$ cat src/rtl/dht11_pkg.sv
// Shared types and helpers for the DHT11 read scheduler: FSM states,
// request-source encodings and the frame checksum compare.
package dht11_pkg;

  typedef enum logic [2:0] {
    ST_IDLE  = 3'd0,
    ST_GAP   = 3'd1,
    ST_START = 3'd2,
    ST_WAIT  = 3'd3,
    ST_CHECK = 3'd4,
    ST_FAIL  = 3'd5
  } state_t;

  localparam logic SRC_AUTO   = 1'b0;
  localparam logic SRC_MANUAL = 1'b1;

  function automatic logic checksum_ok(input logic [7:0] hum_int, input logic [7:0] hum_dec,
                                       input logic [7:0] tem_int, input logic [7:0] tem_dec,
                                       input logic [7:0] chk);
    logic [7:0] sum;
    sum = hum_int + hum_dec + tem_int + tem_dec;
    return (sum == chk);
  endfunction

endpackage

$ cat src/rtl/dht11_read_scheduler_if.sv
// Request, reader-side and result signals of the DHT11 read scheduler.
// master = scheduler side, slave = reader core / request sources / consumers.
interface dht11_read_scheduler_if;
  logic       auto_en;
  logic       req;
  logic       rd_start;
  logic       rd_done;
  logic [7:0] rd_hum_int;
  logic [7:0] rd_hum_dec;
  logic [7:0] rd_tem_int;
  logic [7:0] rd_tem_dec;
  logic [7:0] rd_chk;
  logic [7:0] hum_int;
  logic [7:0] hum_dec;
  logic [7:0] tem_int;
  logic [7:0] tem_dec;
  logic       data_valid;
  logic       err;
  logic       busy;
  logic       src;
  logic [1:0] retry_cnt;
  logic [15:0] stat_ok;
  logic [15:0] stat_fail;

  modport master (
    input  auto_en, req, rd_done, rd_hum_int, rd_hum_dec, rd_tem_int, rd_tem_dec, rd_chk,
    output rd_start, hum_int, hum_dec, tem_int, tem_dec, data_valid, err, busy, src,
           retry_cnt, stat_ok, stat_fail
  );

  modport slave (
    output auto_en, req, rd_done, rd_hum_int, rd_hum_dec, rd_tem_int, rd_tem_dec, rd_chk,
    input  rd_start, hum_int, hum_dec, tem_int, tem_dec, data_valid, err, busy, src,
           retry_cnt, stat_ok, stat_fail
  );
endinterface

$ cat src/rtl/ms_tick_gen.sv
// Millisecond tick generator: one-cycle registered pulse every CLK_HZ/1000 cycles.
module ms_tick_gen #(
  parameter int CLK_HZ = 100_000_000
) (
  input  logic clk,
  input  logic reset,
  output logic ms_tick
);
  localparam int DIV = CLK_HZ / 1000;
  localparam int CW  = (DIV > 1) ? $clog2(DIV) : 1;
  localparam logic [CW-1:0] LAST = CW'(DIV - 1);

  logic [CW-1:0] div_cnt;

  // Divider counter; tick is registered on the terminal count.
  always_ff @(posedge clk or posedge reset) begin
    if (reset) begin
      div_cnt <= '0;
      ms_tick <= 1'b0;
    end else if (div_cnt == LAST) begin
      div_cnt <= '0;
      ms_tick <= 1'b1;
    end else begin
      div_cnt <= div_cnt + CW'(1);
      ms_tick <= 1'b0;
    end
  end
endmodule

$ cat src/rtl/dht11_read_scheduler.sv
// DHT11 read scheduler: merges auto-poll and manual requests, spaces start pulses,
// times out, checks and retries reads. Define DHT11_STATS_EN for ok/fail counters.
module dht11_read_scheduler
  import dht11_pkg::*;
#(
  parameter int CLK_HZ     = 100_000_000,
  parameter int PERIOD_MS  = 5000,
  parameter int MIN_GAP_MS = 2000,
  parameter int TIMEOUT_MS = 30,
  parameter int MAX_RETRY  = 2
) (
  input logic                    clk,
  input logic                    reset,
  dht11_read_scheduler_if.master bus
);
  localparam int GW = $clog2(MIN_GAP_MS + 1);
  localparam int PW = (PERIOD_MS > 1) ? $clog2(PERIOD_MS) : 1;
  localparam int TW = (TIMEOUT_MS > 1) ? $clog2(TIMEOUT_MS) : 1;
  localparam logic [GW-1:0] GAP_MAX     = GW'(MIN_GAP_MS);
  localparam logic [PW-1:0] PERIOD_LAST = PW'(PERIOD_MS - 1);
  localparam logic [TW-1:0] TO_LAST     = TW'(TIMEOUT_MS - 1);
  localparam logic [1:0]    RETRY_MAX   = 2'(MAX_RETRY);

  state_t        state;
  logic          ms_tick;
  logic [GW-1:0] gap_cnt;
  logic [PW-1:0] period_cnt;
  logic [TW-1:0] to_cnt;
  logic          auto_pend;
  logic          man_pend;
  logic          done_q;
  logic          done_rise;
  logic          frame_ok;
  logic          take_man;
  logic          take_auto;

  ms_tick_gen #(.CLK_HZ(CLK_HZ)) u_tick (.clk(clk), .reset(reset), .ms_tick(ms_tick));

  assign done_rise = bus.rd_done & ~done_q;
  assign frame_ok  = checksum_ok(bus.rd_hum_int, bus.rd_hum_dec, bus.rd_tem_int, bus.rd_tem_dec, bus.rd_chk)
                     && ({bus.rd_hum_int, bus.rd_hum_dec, bus.rd_tem_int, bus.rd_tem_dec, bus.rd_chk} != 40'd0);
  assign take_man  = (state == ST_IDLE) && man_pend;
  assign take_auto = (state == ST_IDLE) && !man_pend && auto_pend;

  // Pending-request flags and the auto-poll period counter; a new request beats a clear.
  always_ff @(posedge clk or posedge reset) begin
    if (reset) begin
      man_pend   <= 1'b0;
      auto_pend  <= 1'b0;
      period_cnt <= '0;
    end else begin
      if (bus.req) begin
        man_pend <= 1'b1;
      end else if (take_man) begin
        man_pend <= 1'b0;
      end
      if (!bus.auto_en) begin
        period_cnt <= '0;
        auto_pend  <= 1'b0;
      end else if (ms_tick && (period_cnt == PERIOD_LAST)) begin
        period_cnt <= '0;
        auto_pend  <= 1'b1;
      end else begin
        if (ms_tick) begin
          period_cnt <= period_cnt + PW'(1);
        end
        if (take_auto) begin
          auto_pend <= 1'b0;
        end
      end
    end
  end

  // Milliseconds since the last start pulse; starts at zero so reset also imposes the gap.
  always_ff @(posedge clk or posedge reset) begin
    if (reset) begin
      gap_cnt <= '0;
    end else if (state == ST_START) begin
      gap_cnt <= '0;
    end else if (ms_tick && (gap_cnt < GAP_MAX)) begin
      gap_cnt <= gap_cnt + GW'(1);
    end
  end

  // Measurement sequencer with registered handshake and result outputs.
  always_ff @(posedge clk or posedge reset) begin
    if (reset) begin
      state          <= ST_IDLE;
      to_cnt         <= '0;
      done_q         <= 1'b0;
      bus.rd_start   <= 1'b0;
      bus.hum_int    <= 8'd0;
      bus.hum_dec    <= 8'd0;
      bus.tem_int    <= 8'd0;
      bus.tem_dec    <= 8'd0;
      bus.data_valid <= 1'b0;
      bus.err        <= 1'b0;
      bus.busy       <= 1'b0;
      bus.src        <= SRC_AUTO;
      bus.retry_cnt  <= 2'd0;
    end else begin
      done_q         <= bus.rd_done;
      bus.rd_start   <= 1'b0;
      bus.data_valid <= 1'b0;
      case (state)
        ST_IDLE: begin
          if (man_pend || auto_pend) begin
            bus.src       <= man_pend ? SRC_MANUAL : SRC_AUTO;
            bus.retry_cnt <= 2'd0;
            bus.busy      <= 1'b1;
            state         <= ST_GAP;
          end
        end
        ST_GAP: begin
          if (gap_cnt >= GAP_MAX) begin
            bus.rd_start <= 1'b1;
            state        <= ST_START;
          end
        end
        ST_START: begin
          to_cnt <= '0;
          state  <= ST_WAIT;
        end
        ST_WAIT: begin
          if (done_rise) begin
            state <= ST_CHECK;
          end else if (ms_tick) begin
            if (to_cnt == TO_LAST) begin
              state <= ST_FAIL;
            end else begin
              to_cnt <= to_cnt + TW'(1);
            end
          end
        end
        ST_CHECK: begin
          if (frame_ok) begin
            bus.hum_int    <= bus.rd_hum_int;
            bus.hum_dec    <= bus.rd_hum_dec;
            bus.tem_int    <= bus.rd_tem_int;
            bus.tem_dec    <= bus.rd_tem_dec;
            bus.data_valid <= 1'b1;
            bus.err        <= 1'b0;
            bus.busy       <= 1'b0;
            state          <= ST_IDLE;
          end else begin
            state <= ST_FAIL;
          end
        end
        ST_FAIL: begin
          if (bus.retry_cnt < RETRY_MAX) begin
            bus.retry_cnt <= bus.retry_cnt + 2'd1;
            state         <= ST_GAP;
          end else begin
            bus.err  <= 1'b1;
            bus.busy <= 1'b0;
            state    <= ST_IDLE;
          end
        end
        default: state <= ST_IDLE;
      endcase
    end
  end

`ifdef DHT11_STATS_EN
  logic ok_event;
  logic fail_event;
  assign ok_event   = (state == ST_CHECK) && frame_ok;
  assign fail_event = (state == ST_FAIL) && (bus.retry_cnt >= RETRY_MAX);

  // Saturating counters of good reads and final failures.
  always_ff @(posedge clk or posedge reset) begin
    if (reset) begin
      bus.stat_ok   <= 16'd0;
      bus.stat_fail <= 16'd0;
    end else begin
      if (ok_event && (bus.stat_ok != 16'hFFFF)) begin
        bus.stat_ok <= bus.stat_ok + 16'd1;
      end
      if (fail_event && (bus.stat_fail != 16'hFFFF)) begin
        bus.stat_fail <= bus.stat_fail + 16'd1;
      end
    end
  end
`else
  assign bus.stat_ok   = 16'd0;
  assign bus.stat_fail = 16'd0;
`endif

endmodule

$ cat src/flat_wrapper.sv
// flat-port wrapper written by rule: the top's interface ports become plain ports
module dht11_read_scheduler_flat import dht11_pkg::*;
#(
  parameter int CLK_HZ     = 100_000_000,
  parameter int PERIOD_MS  = 5000,
  parameter int MIN_GAP_MS = 2000,
  parameter int TIMEOUT_MS = 30,
  parameter int MAX_RETRY  = 2
)
  (clk, reset, bus_auto_en, bus_req, bus_rd_done, bus_rd_hum_int, bus_rd_hum_dec, bus_rd_tem_int, bus_rd_tem_dec, bus_rd_chk, bus_rd_start, bus_hum_int, bus_hum_dec, bus_tem_int, bus_tem_dec, bus_data_valid, bus_err, bus_busy, bus_src, bus_retry_cnt, bus_stat_ok, bus_stat_fail);
  dht11_read_scheduler_if bus_i ();
  input logic clk;
  input logic reset;
  input wire logic [$bits(bus_i.auto_en)-1:0] bus_auto_en;
  input wire logic [$bits(bus_i.req)-1:0] bus_req;
  input wire logic [$bits(bus_i.rd_done)-1:0] bus_rd_done;
  input wire logic [$bits(bus_i.rd_hum_int)-1:0] bus_rd_hum_int;
  input wire logic [$bits(bus_i.rd_hum_dec)-1:0] bus_rd_hum_dec;
  input wire logic [$bits(bus_i.rd_tem_int)-1:0] bus_rd_tem_int;
  input wire logic [$bits(bus_i.rd_tem_dec)-1:0] bus_rd_tem_dec;
  input wire logic [$bits(bus_i.rd_chk)-1:0] bus_rd_chk;
  output wire logic [$bits(bus_i.rd_start)-1:0] bus_rd_start;
  output wire logic [$bits(bus_i.hum_int)-1:0] bus_hum_int;
  output wire logic [$bits(bus_i.hum_dec)-1:0] bus_hum_dec;
  output wire logic [$bits(bus_i.tem_int)-1:0] bus_tem_int;
  output wire logic [$bits(bus_i.tem_dec)-1:0] bus_tem_dec;
  output wire logic [$bits(bus_i.data_valid)-1:0] bus_data_valid;
  output wire logic [$bits(bus_i.err)-1:0] bus_err;
  output wire logic [$bits(bus_i.busy)-1:0] bus_busy;
  output wire logic [$bits(bus_i.src)-1:0] bus_src;
  output wire logic [$bits(bus_i.retry_cnt)-1:0] bus_retry_cnt;
  output wire logic [$bits(bus_i.stat_ok)-1:0] bus_stat_ok;
  output wire logic [$bits(bus_i.stat_fail)-1:0] bus_stat_fail;
  assign bus_i.auto_en = bus_auto_en;
  assign bus_i.req = bus_req;
  assign bus_i.rd_done = bus_rd_done;
  assign bus_i.rd_hum_int = bus_rd_hum_int;
  assign bus_i.rd_hum_dec = bus_rd_hum_dec;
  assign bus_i.rd_tem_int = bus_rd_tem_int;
  assign bus_i.rd_tem_dec = bus_rd_tem_dec;
  assign bus_i.rd_chk = bus_rd_chk;
  assign bus_rd_start = bus_i.rd_start;
  assign bus_hum_int = bus_i.hum_int;
  assign bus_hum_dec = bus_i.hum_dec;
  assign bus_tem_int = bus_i.tem_int;
  assign bus_tem_dec = bus_i.tem_dec;
  assign bus_data_valid = bus_i.data_valid;
  assign bus_err = bus_i.err;
  assign bus_busy = bus_i.busy;
  assign bus_src = bus_i.src;
  assign bus_retry_cnt = bus_i.retry_cnt;
  assign bus_stat_ok = bus_i.stat_ok;
  assign bus_stat_fail = bus_i.stat_fail;
  dht11_read_scheduler #(.CLK_HZ(CLK_HZ), .PERIOD_MS(PERIOD_MS), .MIN_GAP_MS(MIN_GAP_MS), .TIMEOUT_MS(TIMEOUT_MS), .MAX_RETRY(MAX_RETRY)) u_core (.clk(clk), .reset(reset), .bus(bus_i));
endmodule
$ cat config.mk
export PLATFORM = sky130hd
export DESIGN_NAME = dht11_read_scheduler_flat
export DESIGN_NICKNAME = d
export VERILOG_FILES = /design/src/rtl/dht11_pkg.sv /design/src/rtl/dht11_read_scheduler_if.sv /design/src/rtl/ms_tick_gen.sv /design/src/rtl/dht11_read_scheduler.sv /design/src/flat_wrapper.sv
export SDC_FILE = /design/constraint.sdc
export NUM_CORES = 1
export LEC_CHECK = 0
export CORE_ASPECT_RATIO = 1.1
export CORE_UTILIZATION = 52
export CTS_BUF_LIST = sky130_fd_sc_hd__clkbuf_8
export DETAILED_ROUTE_END_ITERATION = 16
export HOLD_SLACK_MARGIN = 0.15
export PLACE_DENSITY = 0.92
export SKIP_CTS_REPAIR_TIMING = 1
export SYNTH_ARGS = -nofsm -noshare
export SYNTH_HDL_FRONTEND = slang
export SYNTH_SLANG_ARGS = --single-unit
$ cat constraint.sdc
create_clock -name clk -period 3.4 [get_ports clk]
set_input_delay 0.51 -clock clk [delete_from_list [all_inputs] [get_ports clk]]
set_output_delay 0.51 -clock clk [all_outputs]
set_load 0.005 [all_outputs]
### Word-level counts from Yosys, hierarchy flattened

Cells that the tools add are included.

| word-level totals | value |
|---|---|
| logic and storage cells | 114 |
| register bits after elaboration | 92 |
| input port bits | 45 |
| output and inout port bits | 71 |

| cells by class | value |
|---|---|
| $lt $le $gt $ge | 3 |
| mux-type cells | 38 |
| bitwise operators | 2 |
| equality and inequality tests | 21 |
| reduce and logical (&&, ||, !) cells | 23 |
| add/sub/neg operators | 8 |

Operators with widths:

| operator | count |
|---|---|
| $reduce_bool A40 Y1 | 1 |
| $mux W13 | 3 |
| $add A8 B8 Y8 | 3 |
| $mux W11 | 2 |
| $mux W3 | 6 |
| $pmux W3 S6 | 1 |
| $add A17 B1 Y17 const B | 1 |
| $eq A17 B17 Y1 const B | 1 |
| $mux W17 | 1 |
| $mux W1 | 16 |
| $mux W5 | 3 |
| $add A13 B1 Y13 const B | 1 |
| $eq A13 B13 Y1 const B | 1 |
| $reduce_and A4 Y1 | 3 |
| $add A11 B1 Y11 const B | 1 |
| $ge A11 B11 Y1 const B | 1 |
| $lt A11 B11 Y1 const B | 1 |
| $ne A2 B2 Y1 const B | 5 |
| $pmux W5 S2 | 1 |
| $reduce_bool A2 Y1 | 5 |
| $ne A3 B1 Y1 const B | 3 |
| $eq A8 B8 Y1 | 1 |
| $eq A3 B2 Y1 const B | 2 |
| $eq A3 B3 Y1 const B | 2 |
| 20 further kinds | 30 |

### Logic depth before layout (Yosys ltp)

Gate-level depths: netlist of run 1.

| logic depth | value |
|---|---|
| depth in word-level cells | 7 |
| gate-level depth with buffers | 13 |
| depth with buffers taken out | 12 |

### Hierarchy

Synthesis of run 1 repeated with hierarchy kept, for this count alone.

| second synthesis, totals | value |
|---|---|
| cells, all modules | 473 |
| area, all modules | 5119.9 µm² |

By module, submodules not included:

| module | times used | cells an instance | sequential area each (µm²) | area an instance (µm²) |
|---|---|---|---|---|
| dht11_read_scheduler | 1 | 397 | 1851.8 | 4269.1 |
| ms_tick_gen | 1 | 76 | 450.4 | 850.8 |

### Worst setup path before layout of run 1

Ideal clock, no wire load.

| timing path | value |
|---|---|
| path type | input-to-reg |
| start | input port bus_rd_tem_dec[1] |
| end | register u_core.bus.hum_dec[7] |
| cell stages on the path | 13 |
| data arrival time | 3831 ps |
| path slack | -556 ps |
| library setup time | 125 ps |
| buffers on the path | 1 |
| required time | 3275 ps |
| path through | fa_1 inv_1 fa_1 inv_1 ha_1 fa_1 a21o_1 a21oi_1 o21ai_0 xnor2_1 nor4_4 buf_6 mux2_2 |

| between the ends | value |
|---|---|
| cells in the longest elaborated chain, start to end | 4 |
| elaborated cells on any way between the ends | 5 |
| those cells by class | add/sub: 1; eq/ne: 1; reduce/logical: 3 |

RTL lines:

| item | RTL line | text |
|---|---|---|
| start: declaration | flat_wrapper.sv:20 | `input wire logic [$bits(bus_i.rd_tem_dec)-1:0] bus_rd_tem_dec;` |
| $add A8 B8 Y8 | dht11_pkg.sv:21 | `sum = hum_int + hum_dec + tem_int + tem_dec;` |
| $eq A8 B8 Y1 | dht11_pkg.sv:22 | `return (sum == chk);` |
| $logic_and A1 B1 Y1 (*) | dht11_read_scheduler.sv:41 | `&& ({bus.rd_hum_int, bus.rd_hum_dec, bus.rd_tem_int, bus.rd_tem_dec, bus.rd_chk} != 40'd0);` |
| $reduce_and A2 Y1 (no source line) (*) | - |  |
| end signal: assignment | dht11_read_scheduler.sv:138 | `bus.hum_dec <= bus.rd_hum_dec;` |
| end: declaration | dht11_read_scheduler_if.sv:27 | `output rd_start, hum_int, hum_dec, tem_int, tem_dec, data_valid, err, busy, src,` |

Every way passes the cells marked *; elsewhere a longest branch is shown, timed or not.
A chain may end at the register's enable or synchronous reset.

### Final worst setup path of run 1

| timing path | value |
|---|---|
| start | input port bus_rd_tem_int[1] |
| end | register u_core.bus.hum_dec[6] |

| between the ends | value |
|---|---|
| cells in the longest elaborated chain, start to end | 5 |
| elaborated cells on any way between the ends | 6 |
| those cells by class | add/sub: 2; eq/ne: 1; reduce/logical: 3 |

RTL lines:

| item | RTL line | text |
|---|---|---|
| start: declaration | flat_wrapper.sv:19 | `input wire logic [$bits(bus_i.rd_tem_int)-1:0] bus_rd_tem_int;` |
| $add A8 B8 Y8 (2 in series) | dht11_pkg.sv:21 |  |
| $eq A8 B8 Y1 | dht11_pkg.sv:22 |  |
| $logic_and A1 B1 Y1 (*) | dht11_read_scheduler.sv:41 |  |
| $reduce_and A2 Y1 (no source line) (*) | - |  |

Marks and branches as above.

==> results, run 1 <==
- The number of standard-cell rows in the floorplan is 37.
- The horizontal die dimension is 95.72 µm.
- Setup repair after global routing could not meet its margin everywhere.
- The final-report max-slew violation count is 0.
- For this design the static power due to leakage is 0.003101 µW.
- For this block, the initial DRC count from the detailed router was 209.
- For this run, the post-layout net count is 665.
- The worst-case clock buffer depth is 2.
- In this run the power density over the cells is a little over 400 nW/µm².
- The antenna diode count is 0.
- Setup violations remaining at the end of the flow were counted as 37.
- The TritonCTS clock tree is yes.
- The routed layout has 4,006 vias.
- The critical path launch point type is an input port.
- The run finished, with violations left.
- The area added between synthesis and finish is 32.90%.
- The count of unresolved DRC violations after routing is 0.
- Counting I/O delays and the setup requirement, the final critical path takes between 3 and 4 ns.
- The number of different library cells used by synthesis comes to 43.
- The fraction of final layout cells sized beyond drive strength 1 is 0.1957.
- At the worst endpoint, the arrival time is 4.13 ns.
- STA puts the critical path data required time at ~3.7 ns.
- The actual slew at the worst max-slew pin is 1.023 ns.
- Counting the fill cells in the layout gives 608.
- The count of boundary I/O pins is 116.
- The critical path crosses 14 cells after its start point.
- Ranked by total cell area, the synthesized netlist is headed by dfrtp_1 46%, mux2_2 6.7%, fa_1 5.6%.
- After detailed routing, the number of vias per cell comes to 5.603.
- The checks that failed: negative setup slack.
- After clock tree synthesis, the clock-pin slew on the worst setup and hold paths is approximately 0.090 ns.
- The clock tree root buffer cell is clkbuf_8.
- The average footprint of a synthesized cell is between 10 and 15 µm².
- The post-synthesis instance area is 5024 µm².
- The total die area is ~10,000 µm².
- The number of synthesized flops with an enable pin is 0.
- Entering global routing, the biggest net connects 39 pins.
- The count of non-filler cells in the finished layout is 715.
- Counting cells, the worst reg-to-reg path comes to 7.
- The setup slack after layout is -0.4614 ns.
- The later pin in the worst-skew pair is clocked with a latency of 0.38 ns.
- Across the VDD grid, the largest voltage drop is 205.2 µV.
- The register-to-register setup slack is between 1 and 1.5 ns.
- The placer's final routability congestion estimate is 0.8531.
- Counting the buffers created by CTS gives 9.
- Summed over all instances, the cell type with the most area after synthesis is dfrtp_1.
- At the end of the flow the core is filled with cells to 0.7139.
- In this design, the largest share of critical-path delay is due to adder cells.
- The average detailed-routed wire length per instance is approximately 19 µm.
- The total count of hold-check failures in the final report is 0.
- The sum of routed wire length over all layers is 13,710 µm.
- The total area inside the core boundary comes to between 9000 and 10,000 µm².
- The buffers plus inverters on the worst setup path is 5.
- The all-layer global routing usage is 0.2493.
- The endpoint kind of the worst setup timing path is a register.
- The worst slew margin relative to its limit is 0.3152.
- The via count of the first global-routing pass came to 4,049.
- The most numerous cell on the critical path is fa_1.
- For this design, the sink count on the clock tree is about 90.
- The sum of negative setup slack is -14.96 ns.
- The area taken by flip-flops and latches is 2302 µm².
- After detailed placement, the design holds a cell count of 691.
- Traced cell by cell, the critical path runs through buf_8 > fa_1 > inv_1 > fa_1 > inv_2 > ha_4 > fa_2 > xor2_1 > nor4_2 > nand4_1 > nor4_4 > buf_6 > clkbuf_16 > mux2_4.
- The worst register-to-register path begins at u_core.state[1]$_DFFE_PP0P_.
- The global-route wire length before repair is 19,190 µm.
- The number of max-capacitance violations reported is 0.
- The share of the yosys chip area belonging to registers is 0.4583.
- The number of iterations in the first detailed-routing pass is 4.
- For this run the aggregate overflow at the end of global routing stands at 0.
- In the layout the commonest cells are 92 x dfrtp_1, 71 x clkdlybuf4s50_1, 49 x nor2_1, 36 x buf_4.
- The most common library cell in the layout ignoring fill and taps is dfrtp_1.
- The critical path is of the input port to register type.
- Along the worst path, the maximum fanout reaches 6.
- The worst setup path startpoint is bus_rd_tem_int[1].
- The synthesized design contains 92 register bits.
- The proportion of synthesized flip-flops having asynchronous set or reset is 1.000.
- The number of warnings reported in the yosys synthesis log is 0.
- The endpoint identified for the worst register-to-register timing path is u_core.bus.hum_dec[6]$_DFFE_PP0P_.
- In this run the worst hold path is classified as input port to register.
- The largest single stage delay on the critical path is 0.56 ns.
- The effective utilization at floorplan is 0.5372.
- The cell at the slowest stage of the critical path is fa_1.
- The highest clock frequency the design can meet is 0.2590 GHz.
- Of the post-synthesis cell area, the dominant cell type holds 0.4583.
- The timing endpoint of the critical path is u_core.bus.hum_dec[6]$_DFFE_PP0P_.
- The number of I/O port buffers is 83.
- The die extent in y is 105.1 µm.
- The most frequently used flop master after synthesis is dfrtp_1.
- The synthesized instance count is 467.
- Once detailed placement completed, the half-perimeter wirelength came to 8791 µm.
- Of the available clock period, the critical path in the final layout requires 1.136.
- Once detail routing completed, the nets flagged for antenna violations numbered 0.
- The H-tree was split into 3 levels.
- The multi-input combinational cells in the finished layout cover a total of 2693 µm².
- On the final layout, the worst clock skew is 0.009940 ns.
- The initial antenna violation count was 0.
-- metal layers --
| metal | global-route usage | routed length [µm] | up-vias |
|---|---|---|---|
| met1 | 0.2938 | 5305 | 1990 |
| met2 | 0.4337 | 7083 | 173 |
| met4 | 0.09595 | 663 | 0 |
| li1 | - | - | 1796 |
| met5 | 0 | 0 | - |
| met3 | 0.05677 | 656 | 47 |
-- cell type report --
class	count	share of cell area
multi-input combinational	344	0.4033
timing repair buffer	126	0.1874
sequential	92	0.3448
clock inverter	6	0.01049
tap	117	0.02193
clock buffer	10	0.02061
inverter	20	0.01143
-- registers in the layout, summed over array words and instances (netlist names) --
register / count
u_core.u_tick.div_cnt: 17
u_core.period_cnt: 13
u_core.gap_cnt: 11
u_core.bus.hum_dec: 8
u_core.bus.hum_int: 8
u_core.bus.tem_dec: 8
u_core.bus.tem_int: 8
u_core.to_cnt: 5
u_core.state: 3
u_core.bus.retry_cnt: 2
u_core.auto_pend: 1
u_core.bus.busy: 1
u_core.bus.data_valid: 1
u_core.bus.err: 1
u_core.bus.rd_start: 1
u_core.bus.src: 1
u_core.done_q: 1
u_core.man_pend: 1
u_core.u_tick.ms_tick: 1
-- power by group --
group	internal (µW)	switching (µW)	total, µW
combinational	375	409	784
sequential	1110	32.6	1140
clock	367	419	786
-- worst reg2reg max path, cell delays in order, from the launching register on --
cell and delay (ns):
dfrtp_1 0.47, nand2b_1 0.27, nor2_1 0.19, nand4_1 0.19
nor4_4 0.28, buf_6 0.22, clkbuf_16 0.18, mux2_4 0.30
-- cells in the mapped netlist (3+ instances only) --
cell / count
clkbuf_1: 7
fa_1: 14
buf_4: 32
nand3_1: 15
or3_1: 6
o21ai_0: 14
mux2_2: 30
xor2_1: 32
ha_1: 13
nor3_1: 8
o211ai_1: 3
a21oi_1: 11
inv_1: 20
buf_6: 3
and4_1: 4
nor4_1: 15
nor2b_1: 3
and3_1: 5
nand4_1: 14
nor2_1: 49
nand2_1: 26
xnor2_1: 24
dfrtp_1: 92
nand2b_1: 4
-- cell families (layout without fill, tap and decap cells) --
| family | Yosys count | after routing | share of synthesized area |
|---|---|---|---|
| flip-flops | 92 | 92 | 0.4583 |
| XOR/XNOR | 56 | 56 | 0.09763 |
| multiplexers | 32 | 32 | 0.07173 |
| AND/OR/NAND/NOR | 155 | 155 | 0.1559 |
| adder cells (fa/ha/maj) | 27 | 27 | 0.08817 |
| AO/OA/AOI/OAI | 42 | 42 | 0.05280 |
| other | 1 | 32 | 0.0007465 |
| buffers and inverters | 62 | 162 | 0.07472 |
-- stage by stage --
| stage | hold slack, ns | power [µW] | cell area, µm² | setup slack [ns] |
|---|---|---|---|---|
| 2_1_floorplan | 0.4512 | 1546 | 5181 | -0.5143 |
| 3_3_place_gp | 0.4742 | 1725 | 6135 | -1.063 |
| 3_5_place_dp | 0.4713 | 1765 | 6135 | -1.241 |
| 4_1_cts | 0.4904 | 2541 | 6342 | -0.8118 |
| 5_1_grt | 0.4255 | 2819 | 6676 | -0.4940 |
| 6_report | 0.4242 | 2708 | 6676 | -0.4614 |
-- worst min-delay path by stage --
stage / cells after the start / slack [ns] / start / endpoint
finish: 2 / 0.42 / bus_rd_tem_dec[1] / u_core.bus.tem_dec[1]$_DFFE_PP0P_
global route: 2 / 0.43 / bus_rd_tem_dec[1] / u_core.bus.tem_dec[1]$_DFFE_PP0P_
CTS: 1 / 0.49 / u_core.u_tick.div_cnt[4]$_DFF_PP0_ / u_core.u_tick.div_cnt[4]$_DFF_PP0_
detailed placement: 1 / 0.47 / u_core.u_tick.div_cnt[4]$_DFF_PP0_ / u_core.u_tick.div_cnt[4]$_DFF_PP0_
global placement: 2 / 0.47 / u_core.gap_cnt[10]$_DFFE_PP0P_ / u_core.gap_cnt[10]$_DFFE_PP0P_
floorplan: 1 / 0.45 / u_core.u_tick.div_cnt[4]$_DFF_PP0_ / u_core.u_tick.div_cnt[4]$_DFF_PP0_
Power figures use the tool's default switching activity.
==> run 2, diff against run 1 <==
- CORE_UTILIZATION: 52 -> 47
- PLACE_DENSITY: 0.92 -> 0.88
- clock period: 3.4 -> 3.35 ns (I/O delays scaled with it)
==> results, run 2 (synthesized netlist as in run 1, its figures left out) <==
- The run finished, with violations left.
- The checks that failed: negative setup slack.
- The number of I/O port buffers is 83 (unchanged).
- Relative to the synthesized area, the layout overhead comes to 33.18%.
- The number of antenna-violating nets in the routed design is 0 (unchanged).
- The worst hold slack across all endpoints came to 0.4823 ns (+0.05811 ns).
- The maximum level of the CTS H-tree was 3 (unchanged).
- The largest driver fanout on the critical path is 8 (+2).
- The register clock-pin slew on the reported worst setup and hold paths is 0.10 ns (about the same).
- The horizontal die dimension is 100.6 µm (+5.1%).
- The effective utilization at floorplan is 0.4833 (-0.05387).
- The top layer used by detailed routing is met4.
- The initial antenna violation count is 0 (unchanged).
- The via count of the first global-routing pass is 4,151 (+2.5%).
- The setup violation total in the final timing report is 37 (unchanged).
- In the layout the commonest cells are 92 x dfrtp_1, 74 x clkdlybuf4s50_1, 49 x nor2_1, 36 x buf_4.
- The library cell used most frequently in the layout, excluding fill and tap cells, is dfrtp_1.
- Setup repair after global routing could not meet its margin everywhere.
- The average detailed-routed wire length per instance is 19.53 µm (+1.8%).
- The average via count per standard cell is 5.760 (+2.8%).
- The detailed-route via count is 4,268 (+6.5%).
- The worst vdd rail ir drop is 260.8 µV (+27%).
- The cell leakage power was 0.003074 µW (-0.86%).
- The pin count of the biggest net entering global routing is 50 (+28%).
- The count of boundary I/O pins is 116 (unchanged).
- The post-layout minimum cycle time is 3.970 ns.
- The met2 wire length is 7245 µm (+2.3%).
- The number of standard-cell rows in the floorplan was 39 (+5.4%).
- The final setup skew is 0.01163 ns (+0.001686 ns).
- The antenna diode count is 0 (unchanged).
- The core region area is 10,390 µm² (+11%).
- The setup slack after layout was -0.6202 ns (-0.1588 ns).
- The total design power is 2857 µW (+5.5%).
- The count of unresolved DRC violations after routing was 0 (unchanged).
- The total count of hold-check failures in the final report is 0 (unchanged).
- The routed metal-1 wire length is 5088 µm (-4.1%).
- The all-layer global routing usage is 0.2344 (-0.01489).
- The placer's final routability congestion estimate is 0.9026 (+5.8%).
- The sum of routed wire length over all layers is 14,470 µm (+5.6%).
- Dividing the final minimum period by the clock period gives 1.185.
- The register with the most flip-flops is u_core.u_tick.div_cnt.
- The number of flip-flops under the largest register name is 17 (unchanged).
- The final-report max-slew violation count came to 0 (unchanged).
- The fraction of final layout cells sized beyond drive strength 1 is 0.1957 (unchanged).
- The net total in the final layout was 665 (unchanged).
- Based on the critical path, the design can be clocked at up to about 0.25 GHz.
- The worst setup timing slack at the placement stage is -1.246 ns (-0.005950 ns).
- The worst endpoint data arrival time is 4.23 ns (+0.10 ns).
- The worst slew margin relative to its limit was 0.3906 (+0.07540).
- The largest registers in the layout are u_core.u_tick.div_cnt x17, u_core.period_cnt x13, u_core.gap_cnt x11.
- The actual slew at the worst max-slew pin came to 0.9130 ns (-0.1104 ns).
- The total congestion overflow after global routing came to 0 (unchanged).
- The sum of negative setup slack came to -20.22 ns (-5.260 ns).
- The global-route wire length before repair is 20,070 µm (+4.6%).
- The number of iterations in the first detailed-routing pass is 6 (+2).
- The root buffer cell chosen for the clock tree is clkbuf_8.
- The worst-case clock buffer depth was 2 (unchanged).
- The die extent in y is 110.4 µm (+5.1%).
- The number of max-capacitance violations reported is 0 (unchanged).
- The utilization after layout is 0.6437 (-0.07027).
- The power density over the cells is 427.1 nW/µm² (+5.3%).
- The detailed-placement wirelength estimate is 8782 µm (-0.11%).
- The DRC violation total after the first TritonRoute iteration is 365 (+75%).
- The insertion delay to the later sink of the worst-skew pair is 0.37 ns (about the same).
- The clock buffer count from CTS is 9 (unchanged).
- The total clock sinks is 92 (unchanged).
- The met3 routed wirelength was 1086 µm (+66%).
- The endpoint required time on the critical path is 3.61 ns (-0.05 ns).
- The worst setup path is launched from an input port.
- TritonCTS built the clock tree.
- The category of the most critical setup path is input port to register.
- The total die area is 11,110 µm² (+10%).
- The worst setup path is captured at a register.
- The min-delay analysis places its worst path in the category input port to register.
run 2: cell types whose count changed in the layout (fill, tap and decap cells not counted), sizes merged:
cell	delta
buf	+3
dlymetal6s2s	-3
clkinvlp	+1
inv	-1
bufinv	+1
clkdlybuf4s50	+3
clkbuf	-3
clkinv	-1
run 2: critical path, stage by stage:
cell             delay [ns]
clkdlybuf4s50_1        0.54
fa_1                   0.47
fa_1                   0.55
ha_4                   0.21
a211oi_2               0.28
nor2_1                 0.11
xnor2_1                0.30
nand4_1                0.22
nor4_4                 0.35
buf_4                  0.22
buf_12                 0.14
mux2_4                 0.33
run 2: routing by layer:
| layer | track usage | vias to the layer above |
|---|---|---|
| met3 | 0.04304 | 96 |
| met4 | 0.1391 | 0 |
| met2 | 0.4032 | 288 |
| met5 | 0 | - |
| li1 | - | 1790 |
| met1 | 0.2683 | 2094 |
run 2: layout make-up:
class | count | area, µm²
clock buffer | 10 | 137.6
clock inverter | 6 | 96.34
fill | 704 | 3704
inverter | 20 | 76.32
multi-input combinational | 344 | 2680
sequential | 92 | 2302
tap | 143 | 178.9
timing repair buffer | 126 | 1219
run 2: final timing paths:
check / start / to / slack [ns] / depth (start not counted)
worst min-delay path: bus_rd_hum_dec[1] / u_core.bus.hum_dec[1]$_DFFE_PP0P_ / 0.48 / 3
worst min register to register: u_core.u_tick.div_cnt[0]$_DFF_PP0_ / u_core.u_tick.div_cnt[0]$_DFF_PP0_ / 0.50 / 1
min in group asynchronous: reset / u_core.bus.hum_dec[0]$_DFFE_PP0P_ / 0.62 / 2
max in group asynchronous: reset / u_core.period_cnt[11]$_DFFE_PP0P_ / 2.02 / 3
worst max-delay path: bus_rd_tem_dec[3] / u_core.bus.hum_dec[0]$_DFFE_PP0P_ / -0.62 / 12
worst max register to register: u_core.state[1]$_DFFE_PP0P_ / u_core.bus.hum_dec[0]$_DFFE_PP0P_ / 1.03 / 7
run 2: through the flow:
| stage | instance area (µm²) | instances |
|---|---|---|
| CTS | 6409 | 734 |
| global route | 6690 | 741 |
| finish | 6690 | 741 |
| detailed placement | 6175 | 718 |
| floorplan | 5181 | 498 |
| global placement | 6175 | 718 |
run 2: report_power, final:
group / switching, µW / internal [µW]
registers: 31.8 / 1120
clock network: 437 / 449
logic: 423 / 394
==> run 3, diff against run 2 <==
- CORE_ASPECT_RATIO: 1.1 -> 0.7
- CTS_CLUSTER_SIZE: default -> 40
==> results, run 3 (synthesized netlist as in run 1, its figures left out) <==
- The insertion delay to the later sink of the worst-skew pair is 0.37 ns (about the same).
- The number of I/O port buffers is 83 (unchanged).
- The number of flip-flops under the largest register name came to 17 (unchanged).
- The count of unresolved DRC violations after routing is 3 (+3).
- The worst endpoint data arrival time came to 4.06 ns (-0.17 ns).
- The die extent in y is 88.50 µm (-20%).
- The number of standard-cell rows in the floorplan is 31 (-21%).
- The register clock-pin slew on the reported worst setup and hold paths came to 0.09 ns (about the same).
- The effective utilization at floorplan is 0.4851 (+0.001752).
- The clock buffer count from CTS is 9 (unchanged).
- The most common library cell in the layout ignoring fill and taps is dfrtp_1.
- The number of iterations in the first detailed-routing pass came to 11 (+5).
- The total count of hold-check failures in the final report is 0 (unchanged).
- The global-route wire length before repair is 18,570 µm (-7.5%).
- The total die area came to 11,110 µm² (about the same).
- CTS placed an instance of clkbuf_8 at the clock tree root.
- The sum of negative setup slack is -14.87 ns (+5.347 ns).
- The final setup skew came to 0.01572 ns (+0.004090 ns).
- The highest clock frequency the design can meet is 0.2627 GHz (+4.3%).
- The via count of the first global-routing pass was 3,760 (-9.4%).
- The final-report max-slew violation count is 0 (unchanged).
- The number of cells on the worst reg-to-reg path came to 7 (unchanged).
- The worst slew margin relative to its limit is 0.3880 (-0.002673).
- The largest registers in the layout are u_core.u_tick.div_cnt x17, u_core.period_cnt x13, u_core.gap_cnt x11.
- The portion of the clock cycle consumed by the worst path in the final layout is 1.136 (-0.04892).
- The category of the most critical setup path is input port to register.
- The maximum level of the CTS H-tree is 3 (unchanged).
- The detailed-route via count is 4,059 (-4.9%).
- Setup repair after global routing could not meet its margin everywhere.
- The filler cell count in the final layout was 681 (-3.3%).
- The checks that failed: design-rule violations, negative setup slack.
- The register-to-register setup slack was 1.12 ns (+0.09 ns).
- In this run the critical register-to-register path is launched from u_core.state[1]$_DFFE_PP0P_.
- The critical path launch point type is an input port.
- The area added between synthesis and finish is 33.60%.
- The detailed-placement wirelength estimate is 9034 µm (+2.9%).
- The fraction of final layout cells sized beyond drive strength 1 came to 0.1953 (-0.0003266).
- The worst hold slack across all endpoints is 0.4861 ns (+0.003767 ns).
- The number of antenna-violating nets in the routed design was 0 (unchanged).
- The average via count per standard cell was 5.553 (-3.6%).
- The flow ran to the end, but the final reports show violations.
- The actual slew at the worst max-slew pin is 0.9147 ns (+0.001692 ns).
- The average detailed-routed wire length per instance came to 19.00 µm (-2.7%).
- The worst register-to-register path ends at u_core.bus.hum_dec[7]$_DFFE_PP0P_.
- The timing endpoint of the critical path is u_core.bus.hum_dec[7]$_DFFE_PP0P_.
- The placer's final routability congestion estimate is 0.9199 (+1.9%).
- The count of boundary I/O pins is 116 (unchanged).
- The initial antenna violation count is 0 (unchanged).
- The DRC violation total after the first TritonRoute iteration came to 377 (+3.3%).
- The worst vdd rail ir drop is 221.1 µV (-15%).
- The setup slack after layout was -0.4563 ns (+0.1639 ns).
- The pin count of the biggest net entering global routing is 49 (-2.0%).
- The worst-case clock buffer depth is 2 (unchanged).
- The worst setup path is captured at a register.
- The most critical setup path has its startpoint at bus_rd_tem_dec[1].
- The largest driver fanout on the critical path is 8 (unchanged).
- In this run the worst hold path is classified as register to register.
- The cell leakage power came to 0.003110 µW (+1.2%).
- The total congestion overflow after global routing was 0 (unchanged).
- The TritonCTS clock tree is yes.
- The total design power is 2785 µW (-2.5%).
- The power density over the cells is 415.0 nW/µm² (-2.8%).
- The number of max-capacitance violations reported was 0 (unchanged).
- The register with the most flip-flops is u_core.u_tick.div_cnt.
- The post-layout minimum cycle time was 3.806 ns (-0.1639 ns).
- The horizontal die dimension is 125.6 µm (+25%).
- The endpoint required time on the critical path came to 3.60 ns (about the same).
- In the layout the commonest cells are 92 x dfrtp_1, 72 x clkdlybuf4s50_1, 49 x nor2_1, 36 x buf_4, 32 x conb_1.
- The core region area is 10,360 µm² (-0.36%).
- The all-layer global routing usage came to 0.2166 (-0.01780).
- The sum of routed wire length over all layers is 13,890 µm (-4.0%).
- The net total in the final layout was 666 (+0.15%).
- The total clock sinks is 92 (unchanged).
- The antenna diode count is 0 (unchanged).
- The setup violation total in the final timing report is 37 (unchanged).
## run 3: changes by cell type in the layout (fill, tap and decap cells not counted), moves of 2 or more
cell | before | now
dlymetal6s2s_1 | 6 | 8
buf_12 | 4 | 2
buf_6 | 2 | 4
clkbuf_16 | 0 | 2
clkdlybuf4s50_1 | 74 | 72
## run 3: metrics by stage
| stage | worst slack, ns | std cells | cell area, µm² | utilization |
|---|---|---|---|---|
| final | -0.4563 | 731 | 6711 | 0.6481 |
| after floorplan | -0.5568 | 498 | 5181 | - |
| after global placement | -1.093 | 710 | 6196 | 0.5983 |
| after global routing | -0.4948 | 731 | 6711 | 0.6481 |
| after CTS | -0.8806 | 726 | 6407 | 0.6187 |
| after detailed placement | -1.281 | 710 | 6196 | 0.5983 |
## run 3: metal layers
metal,GRT usage,vias to the layer above,share of wire
li1,-,1799,-
met1,0.2816,1993,0.41
met2,0.3480,205,0.49
met3,0.05925,62,0.063
met4,0.08980,0,0.037
met5,0,-,0
## run 3: how the worst min path moves through the flow
stage	start	endpoint	slack, ns	depth (start not counted)
4_1_cts	u_core.u_tick.div_cnt[0]$_DFF_PP0_	u_core.u_tick.div_cnt[0]$_DFF_PP0_	0.49	1
3_3_place_gp	u_core.bus.tem_dec[3]$_DFFE_PP0P_	u_core.bus.tem_dec[3]$_DFFE_PP0P_	0.47	1
5_1_grt	bus_rd_tem_int[1]	u_core.bus.tem_int[1]$_DFFE_PP0P_	0.48	3
3_5_place_dp	u_core.u_tick.div_cnt[4]$_DFF_PP0_	u_core.u_tick.div_cnt[4]$_DFF_PP0_	0.48	1
6_report	u_core.u_tick.div_cnt[0]$_DFF_PP0_	u_core.u_tick.div_cnt[0]$_DFF_PP0_	0.49	1
2_1_floorplan	u_core.u_tick.div_cnt[4]$_DFF_PP0_	u_core.u_tick.div_cnt[4]$_DFF_PP0_	0.45	1
## run 3: layout make-up
cell class,count,area (µm²),area share
clock buffers,11,151.4,0.02256
inverters,20,76.32,0.01137
clock inverters,5,60.06,0.008949
repair buffers,127,1251,0.1864
well taps,132,165.2,0.02461
multi-input cells,344,2705,0.4031
flip-flops and latches,92,2302,0.3430
## run 3: critical path, stage by stage
cell	delay, ns
buf_2	0.12
fa_1	0.50
inv_1	0.05
fa_1	0.55
inv_2	0.06
ha_4	0.16
fa_2	0.38
xnor2_2	0.23
xnor2_1	0.13
nor4_2	0.23
nand4_1	0.19
nor4_4	0.25
buf_6	0.19
clkbuf_16	0.19
mux2_4	0.31
## run 3: report_power, final
| group | internal [µW] | switching (µW) |
|---|---|---|
| Clock | 389 | 409 |
| Combinational | 391 | 438 |
| Sequential | 1120 | 36.9 |
| Total | 1900 | 883 |
==> RTL edit: new RTL, settings of run 1 <==
`CLK_HZ` is set to 100_000_000 in 3 places; all go to 400_000_000.
--- a/src/rtl/ms_tick_gen.sv
+++ b/src/rtl/ms_tick_gen.sv
@@ -1,6 +1,6 @@
 // Millisecond tick generator: one-cycle registered pulse every CLK_HZ/1000 cycles.
 module ms_tick_gen #(
-  parameter int CLK_HZ = 100_000_000
+  parameter int CLK_HZ = 400_000_000
 ) (
   input  logic clk,
   input  logic reset,
--- a/src/rtl/dht11_read_scheduler.sv
+++ b/src/rtl/dht11_read_scheduler.sv
@@ -3,7 +3,7 @@
 module dht11_read_scheduler
   import dht11_pkg::*;
 #(
-  parameter int CLK_HZ     = 100_000_000,
+  parameter int CLK_HZ     = 400_000_000,
   parameter int PERIOD_MS  = 5000,
   parameter int MIN_GAP_MS = 2000,
   parameter int TIMEOUT_MS = 30,
--- a/src/flat_wrapper.sv
+++ b/src/flat_wrapper.sv
@@ -1,7 +1,7 @@
 // flat-port wrapper written by rule: the top's interface ports become plain ports
 module dht11_read_scheduler_flat import dht11_pkg::*;
 #(
-  parameter int CLK_HZ     = 100_000_000,
+  parameter int CLK_HZ     = 400_000_000,
   parameter int PERIOD_MS  = 5000,
   parameter int MIN_GAP_MS = 2000,
   parameter int TIMEOUT_MS = 30,
Check against the original RTL: no difference found for any inputs over 10 cycles, from zero or initial values and one cycle with reset high; that may be too few to reach the edited logic, so the function may still have changed.
==> RTL edit against run 1 <==
- the flow still finishes with violations (setup timing)
- design area up 2.1%
- die area up 1.6%
- final cell count up 1.8%
- total power down 5.8%
- fmax up 0.82%
- worst setup slack better by 0.032 ns
- sequential cell count up 2
- register-to-register slack about the same
- routed wire length up 6.3%
- synthesized area up 1.6%
- synthesized cell count up 3.0%
- critical endpoint is now u_core.bus.hum_dec[5]
- largest cell class unchanged
==> RTL edit: results (changes against run 1) <==
stage	metric	value	unit	change
route	via_per_inst	5.67		+1.2%
sta	slew_headroom	0.306		-0.00901
synth	yosys_warnings	0		unchanged
sta	fin_tns_setup	-13.06	ns	+1.90 ns
synth	synth-async-reset-ratio	1.00		unchanged
route	first_pass_iters	5		+1
synth	synth_edf_count	0		unchanged
synth	synthTopCellsByArea	dfrtp_1 46%, mux2_2 6.6%, fa_1 5.5%		
hold_path	hold_path_depth	1		-1
pwr	p_leak	3.15	nW	+1.6%
route	wl_met2	7.51	mm	+6.0%
finish	top_regs	u_core.u_tick.div_cnt: 19 flops, u_core.period_cnt: 13 flops, u_core.gap_cnt: 11 flops		
critical_path	cpLargestDelayFamily	adder cells		
global_route	grt_pass1_vias	3931		-2.9%
critical_path	crit_start	bus_rd_hum_dec[4]		
critical_path	critical_path.max_fanout	6		unchanged
global_route	track_usage	0.240		-0.00905
synth	ys_types	42		-2.3%
global_route	grtUsageMet3	0.0715		+0.0148
placement	dpl.hpwl	8.82	mm	+0.35%
status	status	complete, but fails checks		
sta	finalSetupViolations	37		unchanged
global_route	grt_max_degree	61		+56%
route	top_layer_used	met4		
sta	fin_hold_ws	0.463	ns	+0.0389 ns
critical_path	crit_end	u_core.bus.hum_dec[5]		
hold_path	hp-start	u_core.u_tick.div_cnt[0]		
clocking	path_clk_slew	0.09	ns	about the same
sta	clock_skew	0.0139	ns	+0.00395 ns
route	wl_met3	1.02	mm	+56%
placement	place_congestion	0.841		-1.4%
critical_path	r2r-start	u_core.u_tick.div_cnt[16]		
clocking	insertion_delay	0.38	ns	about the same
clocking	cts_buffer_depth	2		unchanged
critical_path	r2r_end	u_core.u_tick.div_cnt[17]		
placement	port_buffers	83		unchanged
synth	synth_commonest_cells	94 x dfrtp_1, 57 x nor2_1, 32 x buf_4, 30 x mux2_2, 29 x xnor2_1		
route	wl_met1	5.49	mm	+3.5%
sta	worst_slack	-0.430	ns	+0.0316 ns
hold_path	hold_path_end	u_core.u_tick.div_cnt[0]		
pwr	ir_drop	0.177	mV	-14%
route	wl	14.6	mm	+6.3%
route	drtIter0Drc	350		+67%
global_route	grt_use_met2	0.411		-0.0222
critical_path	reg2regPathDepth	5		-2
finish	num-nets-final	678		+2.0%
critical_path	worstPathArrival	4.10	ns	-0.03 ns
synth	ys_seq_area_frac	0.461		+0.00239
status	violations	setup timing		
global_route	use_met1	0.280		-0.0139
critical_path	cp_slowest_cell	clkdlybuf4s50_1		
hold_path	min_path_type	reg2reg		
global_route	grt_pass1_wl	18.6	mm	-3.0%
finish	drive_gt1_frac	0.195		-0.000889
clocking	cts_made_buffers	9		unchanged
clocking	root_buffer	clkbuf_8		
critical_path	max_stage_delay	0.61	ns	+0.05 ns
RTL edit: area by class of cell:
class	count	area [sq um]
inverters	26	98.8
flip-flops and latches	94	2350
clock inverters	6	67.6
repair buffers	123	1240
fillers	528	2630
clock buffers	10	138
well taps	117	146
multi-input cells	352	2780
RTL edit: stage by stage:
stage	setup WS [ns]	std cells	cell area [sq um]
after floorplan	-0.474	512	5250
after global placement	-1.04	704	6200
after detailed placement	-1.26	704	6200
after CTS	-0.850	720	6400
after global routing	-0.501	728	6820
final	-0.430	728	6820
RTL edit: cells by family after synthesis:
family / after synthesis / synth area share
flops: 94 / 0.461
other cells: 1 / 0.000734
xor+xnor: 57 / 0.0978
compound gates: 45 / 0.0539
simple gates: 158 / 0.151
buf+inv: 66 / 0.0767
fa+ha+maj: 27 / 0.0867
mux: 33 / 0.0725
RTL edit: where the power goes:
group	switching (mW)	internal (mW)	total (mW)
Clock	0.419	0.364	0.783
Combinational	0.342	0.308	0.651
Sequential	0.000242	1.12	1.12
